File: config.mk
export PLATFORM = sky130hd
export DESIGN_NAME = rr_arb4
export DESIGN_NICKNAME = d
export VERILOG_FILES = /design/src/rtl/rr_arb4_pkg.sv /design/src/rtl/rr_pick4.sv /design/src/rtl/rr_arb4.sv
export SDC_FILE = /design/constraint.sdc
export NUM_CORES = 1
export LEC_CHECK = 0
export CORE_AREA = 2 2 52 54
export CTS_CLUSTER_SIZE = 14
export DETAILED_ROUTE_END_ITERATION = 8
export DIE_AREA = 0 0 54 56
export HOLD_SLACK_MARGIN = 0.12
export PLACE_DENSITY = 0.72
export SKIP_LAST_GASP = 1
export SLEW_MARGIN = 20
export SYNTH_ARGS = -nofsm -noshare
export SYNTH_HDL_FRONTEND = slang
export SYNTH_SLANG_ARGS = --single-unit
export TNS_END_PERCENT = 10
File: constraint.sdc
create_clock -name clk -period 1.95 [get_ports clk]
set_clock_uncertainty 0.2 [all_clocks]
set_input_delay 0.195 -clock clk [delete_from_list [all_inputs] [get_ports clk]]
set_output_delay 0.195 -clock clk [all_outputs]
set_load 0.05 [all_outputs]
File: src/rtl/rr_arb4_pkg.sv
// rr_arb4_pkg: shared types and helpers for the four-way round-robin arbiter.
`default_nettype none

package rr_arb4_pkg;

  localparam int N_REQ = 4;

  typedef enum logic [0:0] {
    IDLE  = 1'b0,
    GRANT = 1'b1
  } arb_state_t;

  function automatic logic [N_REQ-1:0] onehot4(input logic [1:0] idx);
    logic [N_REQ-1:0] code;
    code      = '0;
    code[idx] = 1'b1;
    return code;
  endfunction

endpackage

`default_nettype wire

File: src/rtl/rr_pick4.sv
// rr_pick4: combinational rotate-priority picker; the first set request at or after ptr wins.
`default_nettype none

module rr_pick4
  import rr_arb4_pkg::*;
(
  input  logic [N_REQ-1:0] req,
  input  logic [1:0]       ptr,
  output logic             any,
  output logic [1:0]       win_idx
);

  // Walk offsets from lowest to highest priority so the nearest requester overwrites last.
  always_comb begin
    any     = 1'b0;
    win_idx = ptr;
    for (int k = N_REQ - 1; k >= 0; k--) begin
      if (req[ptr + 2'(k)]) begin
        any     = 1'b1;
        win_idx = ptr + 2'(k);
      end
    end
  end

endmodule

`default_nettype wire

File: src/rtl/rr_arb4.sv
// rr_arb4: four-way round-robin arbiter with registered one-hot grant, ack handoff
// and a hold timeout that revokes an unacknowledged grant.
`default_nettype none

module rr_arb4
  import rr_arb4_pkg::*;
#(
  parameter int unsigned TIMEOUT = 15,
  parameter int unsigned CNT_W   = 8
) (
  input  logic             clk,
  input  logic             rst,
  input  logic [N_REQ-1:0] req,
  input  logic             ack,
  output logic [N_REQ-1:0] gnt,
  output logic             gnt_valid,
  output logic             timeout
);

  localparam logic [CNT_W-1:0] CNT_LAST = CNT_W'(TIMEOUT - 1);

  arb_state_t       state_q;
  logic [1:0]       ptr_q;
  logic [1:0]       idx_q;
  logic [CNT_W-1:0] cnt_q;
  logic [N_REQ-1:0] gnt_q;
  logic             gnt_valid_q;
  logic             timeout_q;

  logic [1:0]       pick_ptr;
  logic             pick_any;
  logic [1:0]       pick_idx;

  // On an ack the picker already sees the rotated pointer, enabling a same-edge handoff.
  assign pick_ptr = (state_q == GRANT && ack) ? (idx_q + 2'd1) : ptr_q;

  rr_pick4 u_pick (
    .req     (req),
    .ptr     (pick_ptr),
    .any     (pick_any),
    .win_idx (pick_idx)
  );

  always_ff @(posedge clk or posedge rst) begin
    if (rst) begin
      state_q     <= IDLE;
      ptr_q       <= 2'd0;
      idx_q       <= 2'd0;
      cnt_q       <= '0;
      gnt_q       <= '0;
      gnt_valid_q <= 1'b0;
      timeout_q   <= 1'b0;
    end else begin
      timeout_q <= 1'b0;
      case (state_q)
        IDLE: begin
          if (pick_any) begin
            gnt_q       <= onehot4(pick_idx);
            gnt_valid_q <= 1'b1;
            idx_q       <= pick_idx;
            cnt_q       <= '0;
            state_q     <= GRANT;
          end
        end
        GRANT: begin
          if (ack) begin
            ptr_q <= idx_q + 2'd1;
            if (pick_any) begin
              gnt_q       <= onehot4(pick_idx);
              gnt_valid_q <= 1'b1;
              idx_q       <= pick_idx;
              cnt_q       <= '0;
            end else begin
              gnt_q       <= '0;
              gnt_valid_q <= 1'b0;
              state_q     <= IDLE;
            end
          end else if (cnt_q == CNT_LAST) begin
            gnt_q       <= '0;
            gnt_valid_q <= 1'b0;
            timeout_q   <= 1'b1;
            ptr_q       <= idx_q + 2'd1;
            state_q     <= IDLE;
          end else begin
            cnt_q <= cnt_q + CNT_W'(1);
          end
        end
        default: state_q <= IDLE;
      endcase
    end
  end

  assign gnt       = gnt_q;
  assign gnt_valid = gnt_valid_q;
  assign timeout   = timeout_q;

endmodule

`default_nettype wire

==> summary.md, run 1 <==
| Metric | Value |
|---|---|
| Status | `finished clean` |
| Yosys warnings | `0` |
| Die footprint | `3020 µm²` |
| Hold slack | `0.280 ns` |
| CP max-delay cell | `dfrtp_2` |
| Slew HR | `66.5%` |
| Grt total ovfl | `0` |
| Core area | `2430 µm²` |
| Initial Util | `47.6%` |
| Worst path arrival time | `1.89 ns` |
| Final critical-path share of the clock period | `97.5%` |
| Post-synth top cells | `dfrtp_1 (19), nand2_1 (11), nor2_1 (7)` |
| Setup WS pre-CTS | `-0.290 ns` |
| Vias per inst | `5.62` |
| RSZ-0062 raised after global routing | `true` |
| Via Count | `989` |
| Net Count, Synth | `125` |
| Main synth FF type | `dfrtp_1` |
| Min-Delay Path Class | `reg -> reg` |
| Pre-Repair DR Iteration Count | `4` |
| Top delay family on crit path | `compound AO/OA/AOI/OAI gates` |
| R2R setup slack | `0.05 ns` |
| Share of cells above drive strength 1 | `24.7%` |
| Tightest Pin Transition | `0.501 ns` |
| First-pass GRT wire length | `4450 µm` |
| Mapped Area | `1160 µm²` |
| Area Growth Syn to Fin | `26.9%` |
| Cell area after layout | `1470 µm²` |
| Antenna-violating nets left | `0` |
| Synth Area per Inst | `9.98 µm²` |
| Startpoint Class | `flip-flop` |
| Fin nets | `156` |
| Buffers on Ports | `12` |
| Critical path, cell by cell | `xor2_2 -> mux2i_4 -> mux2i_1 -> a221o_1 -> a22o_1` |
| Clk sink count | `19` |
| Maximum vdd drop | `0.000972 V` |
| Total Routing Usage GR | `19.8%` |
| Routability cong. | `0.801` |
| Power per cell area | `947 nW/µm²` |
| Worst path bufs/invs | `0` |
| Max stage delay on crit path | `0.46 ns` |
| CTS Buf Count | `3` |
| Clock slew at reported path FFs | `0.11 ns` |
| Die W | `54 µm` |
| Clock latency on the worst-skew pair | `0.30 ns` |
| Final Hold Viols | `0` |
| Post-synth top area share | `41.1%` |
| IO Count | `13` |
| Initial detailed-routing violation count | `20` |
| Final worst-path setup slack | `0.0495 ns` |
| Critical Path RT | `1.94 ns` |
| Row cnt | `18` |
| DP HPWL | `2020 µm` |
| Synth top area cells | `dfrtp_1 (41%), nand2_1 (3.6%), a221oi_1 (3.0%), nor2_1 (2.3%), a311oi_1 (2.3%)` |
| Clock Tree Buf Depth | `2` |
| Sequential share of the synthesized area | `41.1%` |
| Max Slew Vio Count | `0` |
| Initial antenna violation count | `0` |
| CTS H-tree lvls | `1` |
| Fmax | `0.526 GHz` |
| Crit. End Element | `flip-flop` |
| DRC viols | `0` |
| Asr flop ratio synth | `100%` |
| WL per Instance | `14.4 µm` |
| Die H | `56 µm` |
| Number of global-route vias before repair | `991` |
| Worst-path maximum fanout | `5` |
| Final Setup Violations | `0` |
| # diodes | `0` |
| Most common cell in the netlist | `dfrtp_1` |
| Area leader, netlist | `dfrtp_1` |
| Leakage | `0.679 nW` |
| Crit Path Category | `reg -> reg` |
| Max Cap Viol | `0` |
| Fin Setup TNS | `0 ns` |
| Tmin final | `1.90 ns` |
| Post-placement cell area | `1430 µm²` |
| Root Driver | `clkbuf_4` |
| Synth Instances | `116` |
| Total wire length | `2540 µm` |
| Seq cells post-synth | `19` |
| EDFF count, synth | `0` |
| Largest net degree at the start of global routing | `13` |
| Post-synth cell types | `50` |
| CTS tree | `yes` |
state kept, by name, indices dropped and copies added, names as in the netlist:
signal	cells
state_q	1
cnt_q	8
ptr_q	2
idx_q	2
gnt	4
timeout	1
gnt_valid	1
final timing paths:
check                            to  depth (start not counted)     start
max                          gnt[2]                          5  idx_q[0]
max in group asynchronous  idx_q[0]                          4       rst
min                        cnt_q[3]                          1  cnt_q[3]
min in group asynchronous  cnt_q[3]                          3       rst
max reg2reg                  gnt[2]                          5  idx_q[0]
min reg2reg                cnt_q[3]                          1  cnt_q[3]
per-stage QoR:
| stage | power (mW) | instances | util (%) |
|---|---|---|---|
| after floorplan | 0.981 | 116 | - |
| final | 1.39 | 176 | 60.4 |
| after CTS | 1.40 | 176 | 60.2 |
| after detailed placement | 1.19 | 171 | 58.6 |
| after global placement | 1.17 | 171 | 58.6 |
| after global routing | 1.48 | 176 | 60.4 |
cell usage in the layout, fill, tap and decap left out, drive strengths merged, types with 2 or more instances in the layout:
cell / instances
a21oi: 4
a21boi: 3
nor2: 7
nand3: 2
o2bb2ai: 3
o21ai: 6
a22o: 2
inv: 6
nand2: 13
and3b: 2
buf: 18
ha: 2
dfrtp: 19
a21bo: 2
a311oi: 3
nor3: 2
nor2b: 3
clkbuf: 3
and2: 2
a221oi: 4
xor2: 2
and3: 2
clkdlybuf4s50: 12
a21o: 2
mux2i: 3
cells by family after synthesis:
logic type | Yosys count | share of synthesized area, %
buf+inv | 11 | 4.11
flops | 19 | 41.1
fa+ha+maj | 2 | 2.16
simple gates | 40 | 20.7
compound gates | 38 | 25.2
xor+xnor | 2 | 2.16
mux | 4 | 4.65
per-layer routing:
layer | wire length, µm | part of all wire (%) | up-vias | track usage [%]
met5 | 0 | 0 | - | 0
met4 | 24 | 0.95 | 0 | 5.36
met3 | 55 | 2.2 | 4 | 3.49
met2 | 1250 | 49 | 13 | 31.5
met1 | 1210 | 48 | 479 | 27.3
li1 | - | - | 493 | -
cell type report:
cell class | count | area, µm²
clock buffer | 3 | 22.5
clock inverter | 1 | 5.00
fill | 218 | 963
inverter | 6 | 22.5
multi-input combinational | 86 | 638
sequential | 19 | 478
tap | 30 | 37.5
timing repair buffer | 31 | 265
timing repair:
action | CTS | global route
endpoints found under the setup margin | 1 | 5
pin swaps | 0 | 1
setup buffers | 0 | 0
resized for setup | 1 | 2
hold buffers | 1 | 0
hold endpoints to repair | 8 | 0
power breakdown:
part / leakage (nW) / switching, mW / internal [mW]
Clock: 0.0177 / 0.123 / 0.0763
Combinational: 0.418 / 0.355 / 0.282
Sequential: 0.243 / 0.0798 / 0.475
Power figures use the tool's default switching activity.
==> run 2: changes to the inputs <==
--- a/config.mk
+++ b/config.mk
@@ -11,6 +11,7 @@
 export DIE_AREA = 0 0 54 56
 export HOLD_SLACK_MARGIN = 0.12
 export PLACE_DENSITY = 0.72
+export REMOVE_ABC_BUFFERS = 1
 export SKIP_LAST_GASP = 1
 export SLEW_MARGIN = 20
 export SYNTH_ARGS = -nofsm -noshare
==> run 2 against run 1 <==
Net effect:
- cell count increased by 1.1%
- non-clock buffer count increased by 2
- hold slack improved by 0.0027 ns
- combinational power decreased by 2%
- critical path depth unchanged
- global-route usage decreased by 0.98 points
- core utilization increased by 0.41 points
- clock-buffer cell count increased by 1
- clock power increased by 2%
- register-to-register slack improved by 0.02 ns
- first-iteration DRC count decreased by 45%
- critical path type unchanged
==> summary.md, run 2 (synthesis gave the netlist of run 1 again) <==
| Metric | Value |
|---|---|
| Max Cap Viol | `0` |
| Worst path bufs/invs | `0` |
| Initial antenna violation count | `0` |
| Total Routing Usage GR | `18.8%` |
| Hold slack | `0.283 ns` |
| Hold endpoint | `cnt_q[3]` |
| Clk sink count | `19` |
| Buffers on Ports | `12` |
| CTS H-tree lvls | `1` |
| Grt total ovfl | `0` |
| Non-filler cells, final | `178` |
| Number of global-route vias before repair | `990` |
| Die W | `54 µm` |
| FF/Latch Area | `475 µm²` |
| Top delay family on crit path | `compound AO/OA/AOI/OAI gates` |
| Status | `finished clean` |
| Routability cong. | `0.726` |
| Tightest Pin Transition | `0.500 ns` |
| CTS tree | `yes` |
| Setup WS pre-CTS | `-0.250 ns` |
| R2R setup slack | `0.07 ns` |
| WL per Instance | `14.3 µm` |
| Row cnt | `18` |
| Area occupied by multi-input gates | `634 µm²` |
| Root Driver | `clkbuf_4` |
| Critical path, cell by cell | `and4b_1 -> a311o_1 -> a32o_2 -> o21bai_1 -> o2bb2ai_1` |
| Clock slew at reported path FFs | `0.11 ns` |
| Hold path cells | `1` |
| Pre-Repair DR Iteration Count | `4` |
| Worst-path maximum fanout | `6` |
| Max Slew Vio Count | `0` |
| Total wire length | `2550 µm` |
| Register name with the most flops | `cnt_q` |
| Hold path startpoint | `cnt_q[3]` |
| Number of flip-flops under the largest register name | `8` |
| Via Count | `1008` |
| Final critical-path share of the clock period | `96.6%` |
| Die H | `56 µm` |
| Initial Util | `47.6%` |
| Cell area after layout | `1480 µm²` |
| Most frequent cells in the layout | `buf_4 (20), dfrtp_1 (19), nand2_1 (11), clkdlybuf4s50_1 (11), nor2_1 (7)` |
| Clock latency on the worst-skew pair | `0.29 ns` |
| Final worst-path setup slack | `0.0667 ns` |
| CP max-delay cell | `dfrtp_1` |
| Area Growth Syn to Fin | `27.8%` |
| Startpoint Class | `flip-flop` |
| Tot Pwr | `1.39 mW` |
| Antenna-violating nets left | `0` |
| IO Count | `13` |
| Fin nets | `158` |
| DRC viols | `0` |
| Fmax | `0.531 GHz` |
| Max stage delay on crit path | `0.47 ns` |
| CP Launch Point | `state_q` |
| Post-placement cell area | `1440 µm²` |
| Reg2Reg Depth | `5` |
| Maximum vdd drop | `0.000781 V` |
| DP HPWL | `1940 µm` |
| Final Setup Violations | `0` |
| Clock Tree Buf Depth | `2` |
| Most common cell after layout, fill and taps aside | `buf_4` |
| # fillers | `207` |
| Setup Fix Bufs, Post-CTS | `0` |
| Final Hold Viols | `0` |
| Crit Path Category | `reg -> reg` |
| Die footprint | `3020 µm²` |
| First-pass GRT wire length | `4320 µm` |
| Slew HR | `66.6%` |
| Crit Reg-Reg Endpoint | `gnt[1]` |
| Crit. End Element | `flip-flop` |
| Placed cells | `173` |
| Core area | `2430 µm²` |
| Min-Delay Path Class | `reg -> reg` |
| Vias per inst | `5.66` |
| RSZ-0062 raised after global routing | `true` |
| CTS Buf Count | `3` |
| # diodes | `0` |
| Initial detailed-routing violation count | `11` |
| Share of cells above drive strength 1 | `23.0%` |
| Worst path arrival time | `1.87 ns` |
| Reg-to-Reg Start | `state_q` |
| Tmin final | `1.88 ns` |
| Largest net degree at the start of global routing | `20` |
| Critical Path RT | `1.94 ns` |
| Leakage | `0.696 nW` |
| Power per cell area | `937 nW/µm²` |
run 2: changes by cell type in the layout (fill, tap and decap cells not counted), sizes merged:
| cell | before | now |
|---|---|---|
| clkbuf | 3 | 4 |
| dlymetal6s2s | 0 | 1 |
| clkinv | 1 | 0 |
| clkdlybuf4s50 | 12 | 11 |
| buf | 18 | 20 |
run 2: power by group:
part	internal (mW)	switching [mW]
Sequential	0.473	0.0837
Combinational	0.280	0.346
Clock	0.0796	0.124
Total	0.832	0.554
run 2: worst max-delay path by stage:
| stage | to | slack, ns | cells past startpoint |
|---|---|---|---|
| finish | gnt[1] | 0.07 | 5 |
| global route | gnt[3] | -0.03 | 5 |
| CTS | gnt_valid | 0.05 | 1 |
| detailed placement | cnt_q[7] | -0.25 | 6 |
| global placement | gnt[2] | -0.19 | 6 |
| floorplan | gnt[2] | 0.05 | 5 |
run 2: layer usage:
| metal | global-route usage [%] | vias up | share of wire (%) |
|---|---|---|---|
| li1 | - | 496 | - |
| met1 | 26.6 | 496 | 48 |
| met2 | 30.1 | 16 | 50 |
| met3 | 3.49 | 0 | 2.3 |
| met4 | 3.21 | 0 | 0 |
| met5 | 0 | - | 0 |
run 2: repair_timing:
action,4_1_cts,5_1_grt
endpoints found under the hold margin,19,0
hold buffers,1,0
gates resized for setup,0,1
endpoints found under the setup margin,0,4
run 2: worst register-to-register path, stage by stage (launching register included):
cell and delay (ns):
dfrtp_1 0.47, and4b_1 0.21, a311o_1 0.33, a32o_2 0.29, o21bai_1 0.17, o2bb2ai_1 0.10
run 2: cell type report:
type | count | area share, %
tap | 30 | 2.54
sequential | 19 | 32.1
timing repair buffer | 33 | 19.1
clock buffer | 4 | 1.78
inverter | 6 | 1.52
multi-input combinational | 86 | 42.9
run 2: per-stage QoR:
| step | TNS (ns) | utilization [%] |
|---|---|---|
| 3_5_place_dp | -2.19 | 59.2 |
| 3_3_place_gp | -1.59 | 59.2 |
| 4_1_cts | 0 | 60.7 |
| 6_report | 0 | 60.8 |
| 2_1_floorplan | 0 | - |
| 5_1_grt | -0.0301 | 60.8 |
